**config.mk**
```make
export PLATFORM = sky130hd
export DESIGN_NAME = demux_gather_4_flat
export DESIGN_NICKNAME = d
export VERILOG_FILES = /design/src/rtl/demux_gather_4_if.sv /design/src/rtl/demux_gather_4.sv /design/src/flat_wrapper.sv
export SDC_FILE = /design/constraint.sdc
export NUM_CORES = 1
export LEC_CHECK = 0
export CAP_MARGIN = 40
export CORE_UTILIZATION = 40
export CTS_CLUSTER_DIAMETER = 40
export DETAILED_ROUTE_END_ITERATION = 10
export PLACE_DENSITY = 0.72
export SYNTH_ARGS = -nofsm -noshare
export SYNTH_HDL_FRONTEND = slang
export SYNTH_SLANG_ARGS = --single-unit
```
**constraint.sdc**
```tcl
create_clock -name clk -period 2.19 [get_ports clk]
set_input_delay 0.438 -clock clk [delete_from_list [all_inputs] [get_ports clk]]
set_output_delay 0.438 -clock clk [all_outputs]
set_load 0.02 [all_outputs]
```
**src/rtl/demux_gather_4_if.sv**
```systemverilog
// Bus bundle for the 4-lane register link receiver: the beat input side
// (valid/ready, lane tag, chunk) and the frame output side (valid/ready,
// packed frame, overrun pulse).
interface demux_gather_4_if #(
    parameter int NUM_REGISTERS_PER = 4,
    parameter int WIDTH_REGISTER    = 4
);
    localparam int WIDTH = NUM_REGISTERS_PER * WIDTH_REGISTER;

    logic                      in_valid;
    logic                      in_ready;
    logic [1:0]                in_lane;
    logic [WIDTH_REGISTER-1:0] in_data;
    logic                      out_valid;
    logic                      out_ready;
    logic [4*WIDTH-1:0]        outp;
    logic                      err_overrun;

    // Transmitter / consumer view
    modport master (
        output in_valid, in_lane, in_data, out_ready,
        input  in_ready, out_valid, outp, err_overrun
    );

    // Receiver (gather block) view
    modport slave (
        input  in_valid, in_lane, in_data, out_ready,
        output in_ready, out_valid, outp, err_overrun
    );
endinterface

```
**src/rtl/demux_gather_4.sv**
```systemverilog
// Receive end of the time-multiplexed 4-lane register link. Chunks tagged
// with a lane are placed into an assembly buffer; once every lane word is
// complete the buffer is moved into the output register, so one frame can
// be assembled while the previous one waits for the consumer.
module demux_gather_4 #(
    parameter int NUM_REGISTERS_PER = 4,
    parameter int WIDTH_REGISTER    = 4
) (
    input logic              clk,
    input logic              rst,
    demux_gather_4_if.slave  bus
);
    localparam int WIDTH      = NUM_REGISTERS_PER * WIDTH_REGISTER;
    localparam int NUM_CHUNKS = 4 * NUM_REGISTERS_PER;
    localparam int CW         = $clog2(NUM_REGISTERS_PER);

    // Assembly buffer as a chunk array: chunk index {lane, cnt} lands at
    // bit offset (lane*NUM_REGISTERS_PER + cnt)*WIDTH_REGISTER, chunk 0 = LSB.
    logic [NUM_CHUNKS-1:0][WIDTH_REGISTER-1:0] asm_r;
    logic [3:0][CW-1:0]                        cnt_r;
    logic [3:0]                                done_r;
    logic                                      asm_full_r;
    logic                                      out_valid_r;
    logic [4*WIDTH-1:0]                        outp_r;
    logic                                      err_r;

    logic [3:0]    lane_mask_s;
    logic [CW-1:0] cur_cnt_s;
    logic [CW+1:0] chunk_idx_s;
    logic          in_ready_s;
    logic          accept_s;
    logic          write_s;
    logic          overrun_s;
    logic          last_chunk_s;
    logic          completing_s;
    logic          out_free_s;
    logic          transfer_s;
    logic          drain_s;

    // Beat decode, acceptance, overrun detection and transfer decision
    always_comb begin
        lane_mask_s  = 4'b0001 << bus.in_lane;
        cur_cnt_s    = cnt_r[bus.in_lane];
        chunk_idx_s  = {bus.in_lane, cur_cnt_s};
        // in_ready depends only on state and reset, never on in_valid/out_ready
        in_ready_s   = rst & ~asm_full_r;
        accept_s     = bus.in_valid & in_ready_s;
        overrun_s    = 1'b0;
        write_s      = 1'b0;
        if (accept_s) begin
            overrun_s = ((done_r & lane_mask_s) != 4'b0000);
            write_s   = ~overrun_s;
        end else begin
            overrun_s = 1'b0;
            write_s   = 1'b0;
        end
        last_chunk_s = (cur_cnt_s == CW'(NUM_REGISTERS_PER - 1));
        completing_s = write_s & last_chunk_s & ((done_r | lane_mask_s) == 4'b1111);
        out_free_s   = ~out_valid_r | bus.out_ready;
        transfer_s   = asm_full_r & out_free_s;
        drain_s      = out_valid_r & bus.out_ready;
    end

    // Assembly buffer, per-lane chunk counters and lane-complete flags.
    // A write can never coincide with a transfer: writes need !asm_full.
    always_ff @(posedge clk or negedge rst) begin
        if (!rst) begin
            asm_r      <= '0;
            cnt_r      <= '0;
            done_r     <= 4'b0000;
            asm_full_r <= 1'b0;
        end else if (transfer_s) begin
            cnt_r      <= '0;
            done_r     <= 4'b0000;
            asm_full_r <= 1'b0;
        end else if (write_s) begin
            asm_r[chunk_idx_s]   <= bus.in_data;
            cnt_r[bus.in_lane]   <= cur_cnt_s + CW'(1'b1);
            if (last_chunk_s) begin
                done_r <= done_r | lane_mask_s;
            end else begin
                done_r <= done_r;
            end
            asm_full_r <= completing_s;
        end else begin
            asm_full_r <= asm_full_r;
        end
    end

    // Output frame register: load on transfer, release on handshake
    always_ff @(posedge clk or negedge rst) begin
        if (!rst) begin
            out_valid_r <= 1'b0;
            outp_r      <= '0;
        end else if (transfer_s) begin
            out_valid_r <= 1'b1;
            outp_r      <= asm_r;
        end else if (drain_s) begin
            out_valid_r <= 1'b0;
        end else begin
            out_valid_r <= out_valid_r;
        end
    end

    // Overrun pulse: one cycle after a beat aimed at an already complete lane
    always_ff @(posedge clk or negedge rst) begin
        if (!rst) begin
            err_r <= 1'b0;
        end else begin
            err_r <= overrun_s;
        end
    end

    assign bus.in_ready    = in_ready_s;
    assign bus.out_valid   = out_valid_r;
    assign bus.outp        = outp_r;
    assign bus.err_overrun = err_r;

endmodule

```
**src/flat_wrapper.sv**
```systemverilog
// flat-port wrapper written by rule: the top's interface ports become plain ports
module demux_gather_4_flat 
#(
    parameter int NUM_REGISTERS_PER = 4,
    parameter int WIDTH_REGISTER    = 4
)
  (clk, rst, bus_in_valid, bus_in_lane, bus_in_data, bus_out_ready, bus_in_ready, bus_out_valid, bus_outp, bus_err_overrun);
  demux_gather_4_if #(.NUM_REGISTERS_PER(NUM_REGISTERS_PER), .WIDTH_REGISTER(WIDTH_REGISTER)) bus_i ();
  input logic clk;
  input logic rst;
  input wire logic [$bits(bus_i.in_valid)-1:0] bus_in_valid;
  input wire logic [$bits(bus_i.in_lane)-1:0] bus_in_lane;
  input wire logic [$bits(bus_i.in_data)-1:0] bus_in_data;
  input wire logic [$bits(bus_i.out_ready)-1:0] bus_out_ready;
  output wire logic [$bits(bus_i.in_ready)-1:0] bus_in_ready;
  output wire logic [$bits(bus_i.out_valid)-1:0] bus_out_valid;
  output wire logic [$bits(bus_i.outp)-1:0] bus_outp;
  output wire logic [$bits(bus_i.err_overrun)-1:0] bus_err_overrun;
  assign bus_i.in_valid = bus_in_valid;
  assign bus_i.in_lane = bus_in_lane;
  assign bus_i.in_data = bus_in_data;
  assign bus_i.out_ready = bus_out_ready;
  assign bus_in_ready = bus_i.in_ready;
  assign bus_out_valid = bus_i.out_valid;
  assign bus_outp = bus_i.outp;
  assign bus_err_overrun = bus_i.err_overrun;
  demux_gather_4 #(.NUM_REGISTERS_PER(NUM_REGISTERS_PER), .WIDTH_REGISTER(WIDTH_REGISTER)) u_core (.clk(clk), .rst(rst), .bus(bus_i));
endmodule
```
==> flow_summary.yaml, run 1 <==
logic_synthesis:
  yosys.area_share.simple_pct: 5.53
  syn_area_per_cell_um2: 15.2
  ys_seq_area_share_pct: 63.3
  synth_area_um2: 5650
  netlist_instances: 372
  synth_cell_types: 25
  postSynthNetCount: 386
  synth_fa_ha_area_share_pct: 0.885
  synthXorXnorAreaFrac_pct: 0
  synth_mux_area_share_pct: 27.7
  synth_area_leader_cell: "dfrtp_1"
  netlist.area_leader.share_pct: 63.3
  synthTopCellsByArea: "dfrtp_1 (63%), mux2_2 (26%), nand2_1 (2.6%)"
  synth_top_family_by_area: "multiplexers"
  ys_warn_count: 0
  synth_seq_cells: 143
  synth_compound_area_share_pct: 1.02
cells_and_area:
  design_area_um2: 7460
  final_core_util_pct: 53.9
  n_fill_cell: 1114
  syn2layout_area_growth_pct: 31.9
  antenna_cells: 0
  nets: 494
  drive_gt1_share_pct: 40.8
place:
  place_area_um2: 6850
  port_buffers: 76
  gp_congestion: 0.843
  place.detailed.hpwl_um: 7580
power:
  switchingPower_w: 0.00187
  pwr-share-comb_pct: 15.3
  clockPowerShare_pct: 36.2
  p_leak_nw: 3.62
  power.share.sequential_pct: 48.5
  ir_drop_v: 0.000491
  p_int_w: 0.00580
  pwr_density_cell_nw_per_um2: 1030
  p_sw_share_pct: 24.4
clock_tree:
  clkLatencyLatePin_ps: 410
  post_cts_buffers: 0
  cts_buffers: 17
  clk_pin_slew_ps: 50
  cts_tree: "done"
  clk_path_buf_depth: 2
  h-tree-depth: 4
  cts_sinks: 143
  root_buffer: "clkbuf_16"
run_status:
  status: "finished, final reports clean"
die:
  row_count: 43
  fp.dieH_um: 121
  die-area_um2: 14600
  die_x_um: 121
  pin_count: 77
  initial_core_util_pct: 40.9
  core_area_um2: 13800
timing:
  rsz0062_at_grt: "false"
  tightest_slew_ps: 709
  fin_crit_sh_pct: 97.6
  slew_viol_final: 0
  setup_viol: 0
  finClkSkew_ps: 9.27
  max-slew-margin-rel_pct: 52.7
  hold_viol_final: 0
  fin_crit_ps: 2140
  fmax_mhz: 468
setup_path:
  critPathArrivalTime_ps: 1700
  crit_required_ps: 1750
  crit_path_start_kind: "primary input"
  cp_max_fo: 4
  critical_path_class: "in -> out"
  end_kind: "primary output"
global_routing:
  grt_max_degree: 135
  grt-ovfl-total: 0
  antenna_found_initial: 0
  grt_pass1_wl_um: 18700
  grt_use_total_pct: 17.1
  grt_pass1_vias: 3525
route:
  remaining_drc_errors: 0
  wl_per_cell_um: 16.8
  detail-route-antenna-nets: 0
  drtIter0Drc: 153
  dr.pass1.iters: 4
  vias_per_cell: 4.98
  wirelength_um: 11300
  dr_total_vias: 3336
min_path:
  holdCritPathClass: "reg -> reg"
flow_run:
  drv_cap: 0
## logic make-up (layout without fill, tap and decap cells)
| kind of cell | Yosys count | after routing |
|---|---|---|
| adders and majority gates | 4 | 4 |
| AOI/OAI and AO/OA | 10 | 10 |
| and+or+nand+nor | 57 | 57 |
| buffers and inverters | 19 | 137 |
| muxes | 139 | 139 |
| DFF | 143 | 143 |
## path summary, 6_finish.rpt
kind | slack (ps) | cells past startpoint | startpoint | endpoint
max in group asynchronous | 920 | 3 | rst | u_core.bus.outp[62]$_DFFE_PN0N_
min in group asynchronous | 560 | 3 | rst | u_core.bus.outp[17]$_DFFE_PN0N_
worst min register to register | 500 | 1 | u_core.asm_r[59]$_DFFE_PN0P_ | u_core.bus.outp[59]$_DFFE_PN0N_
worst max register to register | 130 | 5 | u_core.cnt_r[7]$_DFFE_PN0P_ | u_core.asm_r[45]$_DFFE_PN0P_
worst max-delay path | 50 | 4 | rst | bus_in_ready
worst min-delay path | 500 | 1 | u_core.asm_r[59]$_DFFE_PN0P_ | u_core.bus.outp[59]$_DFFE_PN0N_
## sequential cells by signal (all words and copies together), names as in the netlist
register,count
u_core.bus.out_valid,1
u_core.cnt_r,8
u_core.bus.err_overrun,1
u_core.asm_r,64
u_core.bus.outp,64
u_core.asm_full_r,1
u_core.done_r,4
## metrics by stage
| stage | hold slack (ps) | setup WS, ps | instances | TNS, ps | power [W] |
|---|---|---|---|---|---|
| finish | 500 | 51.6 | 670 | 0 | 0.00767 |
| global route | 511 | 10.5 | 670 | 0 | 0.00806 |
| CTS | 503 | 35.0 | 670 | 0 | 0.00776 |
| detailed placement | 413 | -540 | 640 | -28700 | 0.00493 |
| global placement | 411 | -526 | 640 | -28370 | 0.00486 |
| floorplan | 142 | 54.4 | 372 | 0 | 0.00446 |
## cell type report
type	count	area (um2)	area share, %
clock inverters	7	85.1	1.14
repair buffers	103	1040	14.0
flip-flops and latches	143	3580	48.0
well taps	180	225	3.02
inverters	5	18.8	0.252
multi-input cells	210	2010	27.0
clock buffers	22	494	6.63
## Yosys cell counts, drive strengths merged
cell,instances
dfrtp,143
clkbuf,4
buf,10
mux2i,8
nor4,1
mux4,1
nand2b,3
a21oi,2
ha,4
mux2,130
nor4b,1
and3,1
nor3,4
nand3b,1
o22ai,3
o21ai,4
inv,5
nand2,39
nor2,5
a221oi,1
and2b,1
nor2b,1
## layout by cell type (no fill, tap or decap), types with 5 or more instances in the layout
master	count
mux2i_1	8
clkinv_2	5
buf_12	6
clkdlybuf4s50_1	72
dfrtp_1	143
nand2_1	35
clkbuf_16	17
clkbuf_8	5
buf_4	19
mux2_2	130
## worst max-delay path: stages
cell and delay [ps]:
dlygate4sd3_1 540, buf_6 140, nor2b_1 240, clkdlybuf4s15_1 340
## metal layers
layer | track usage, % | wire, um | up-vias
li1 | - | - | 1521
met5 | 0 | 0 | -
met1 | 22.7 | 5290 | 1727
met3 | 4.28 | 456 | 13
met2 | 26.7 | 5390 | 75
met4 | 7.25 | 140 | 0
## power by group through the flow
| stage | combinational (W) | sequential, W | clock [W] |
|---|---|---|---|
| 2_1_floorplan | 0.000827 | 0.00363 | 0 |
| 6_report | 0.00117 | 0.00372 | 0.00277 |
| 3_3_place_gp | 0.00112 | 0.00374 | 0 |
| 4_1_cts | 0.00119 | 0.00372 | 0.00285 |
| 5_1_grt | 0.00130 | 0.00381 | 0.00295 |
| 3_5_place_dp | 0.00117 | 0.00376 | 0 |
## repair_timing
item / 4_1_cts / 5_1_grt
hold endpoints to repair: 9 / 0
pin swaps: 2 / 1
resized for setup: 12 / 1
setup endpoints to repair: 29 / 2
hold buffers: 1 / 0
Note: power is estimated with default switching activity, not from simulation.
==> inputs of run 2 (changes only) <==
REMOVE_ABC_BUFFERS = 1   (was unset)
==> run 2 against run 1 <==
Fmax up 1.0%. First-iteration DRC count up 3.9%. Combinational power up 8%. Register-to-register slack worse by 60 ps. Via count down 1.9%. Die area unchanged. Worst hold slack worse by 430 ps. Sequential power up 1%. Clock power down 3%. Critical endpoint is now u_core.asm_r[50]$_DFFE_PN0P_. Highest routed layer unchanged.
==> flow_summary.yaml, run 2 (synthesized netlist as in run 1, its figures left out) <==
setup_path:
  cp_max_fo: 3
  critPathArrivalTime_ps: 2400
  crit_required_ps: 2480
  crit_path_start_kind: "flip-flop"
  end_kind: "flip-flop"
  critical_path_class: "reg -> reg"
die:
  pin_count: 77
  fp.dieH_um: 121
  core_area_um2: 13800
  row_count: 43
  die_x_um: 121
  initial_core_util_pct: 40.9
  die-area_um2: 14600
global_routing:
  grt_use_total_pct: 17.1
  antenna_found_initial: 0
  grt-ovfl-total: 0
  grt_max_degree: 58
  grt_pass1_wl_um: 18700
  grt_pass1_vias: 3584
power:
  pwr_density_cell_nw_per_um2: 1040
  p_leak_nw: 3.59
  ir_drop_v: 0.000452
  total_power_w: 0.00771
min_path:
  holdCritPathClass: "in -> async"
route:
  drtIter0Drc: 159
  detail-route-antenna-nets: 0
  topRoutingLayerUsed: "met4"
  dr_total_vias: 3271
  remaining_drc_errors: 0
  dr.pass1.iters: 4
  wl_met3_um: 450
  wl_met2_um: 5440
  wirelength_um: 11000
  wl_per_cell_um: 16.4
  drt-met1-wl_um: 4910
  vias_per_cell: 4.86
clock_tree:
  clk_path_buf_depth: 2
  clkLatencyLatePin_ps: 410
  cts_sinks: 143
  clk_pin_slew_ps: 60
  hold_buffers: 0
  cts_tree: "done"
  h-tree-depth: 4
  root_buffer: "clkbuf_16"
  cts_buffers: 17
timing:
  finClkSkew_ps: 6.79
  rsz0062_at_grt: "false"
  fin_crit_sh_pct: 96.7
  fin_tns_setup_ps: 0
  setup_viol: 0
  worst_slack_ps: 73.0
  tightest_slew_ps: 708
  hold_viol_final: 0
  fmax_mhz: 472
  fin_crit_ps: 2120
  max-slew-margin-rel_pct: 52.8
  slew_viol_final: 0
cells_and_area:
  multi_input_area_um2: 2040
  nets: 496
  regArea_um2: 3580
  final_core_util_pct: 53.7
  antenna_cells: 0
  n_fill_cell: 1161
  design_area_um2: 7420
  final_cell_mix: "dfrtp_1 (143), mux2_2 (127), clkdlybuf4s50_1 (72)"
  syn2layout_area_growth_pct: 31.3
  final_common_cell: "dfrtp_1"
  drive_gt1_share_pct: 41.6
run_status:
  status: "finished, final reports clean"
place:
  dp_slack_ps: -596
  place.detailed.hpwl_um: 7420
  port_buffers: 76
  gp_congestion: 0.854
  place_area_um2: 6800
flow_run:
  drv_cap: 0
## run 2: cell types whose count changed in the layout (fill, tap and decap cells not counted), moves of 3 or more
cell / delta
buf_12: -4
buf_4: +8
clkbuf_8: -3
mux2_4: +3
clkbuf_1: +4
mux2_2: -3
## run 2: repair_timing
| item | CTS | global route |
|---|---|---|
| pin swaps | 1 | 1 |
| resized for setup | 9 | 11 |
| setup buffers | 1 | 2 |
| setup endpoints to repair | 46 | 60 |
## run 2: area by class of cell
cell class / count / area share (%)
flip-flops and latches: 143 / 48.2
well taps: 180 / 3.03
clock inverters: 7 / 1.18
inverters: 5 / 0.253
multi-input cells: 210 / 27.5
clock buffers: 23 / 6.30
repair buffers: 105 / 13.5
## run 2: path summary, 6_finish.rpt
| path | from | slack (ps) | cells past startpoint | end |
|---|---|---|---|---|
| max | u_core.cnt_r[7]$_DFFE_PN0P_ | 70 | 7 | u_core.asm_r[50]$_DFFE_PN0P_ |
| min | rst | 70 | 2 | u_core.asm_full_r$_DFFE_PN0P_ |
| max reg2reg | u_core.cnt_r[7]$_DFFE_PN0P_ | 70 | 7 | u_core.asm_r[50]$_DFFE_PN0P_ |
| min reg2reg | u_core.bus.outp[58]$_DFFE_PN0N_ | 500 | 1 | u_core.bus.outp[58]$_DFFE_PN0N_ |
| max in group asynchronous | rst | 850 | 3 | u_core.bus.outp[56]$_DFFE_PN0N_ |
| min in group clk | rst | 460 | 3 | u_core.bus.err_overrun$_DFF_PN0_ |
## run 2: metal layers
metal,GRT usage (%),vias to the layer above
met2,27.6,73
met4,7.64,0
met3,4.65,16
met5,0,-
met1,21.4,1667
li1,-,1515
## run 2: metrics by stage
stage          hold slack, ps  instances
5_1_grt                  89.8        673
4_1_cts                  70.4        671
6_report                 72.7        673
3_3_place_gp              485        640
2_1_floorplan             142        358
3_5_place_dp              489        640
## run 2: worst max-delay path, stage by stage (launching register included)
cell	delay (ps)
dfrtp_1	380
mux4_2	520
inv_2	90
ha_2	170
inv_2	60
nor4_4	280
buf_4	190
mux2_4	300
## run 2: report_power, final
part           internal (W)  switching, W  total, W
logic              0.000741      0.000515   0.00126
clock network       0.00171      0.000980   0.00269
registers           0.00332      0.000441   0.00376
total               0.00577       0.00194   0.00771
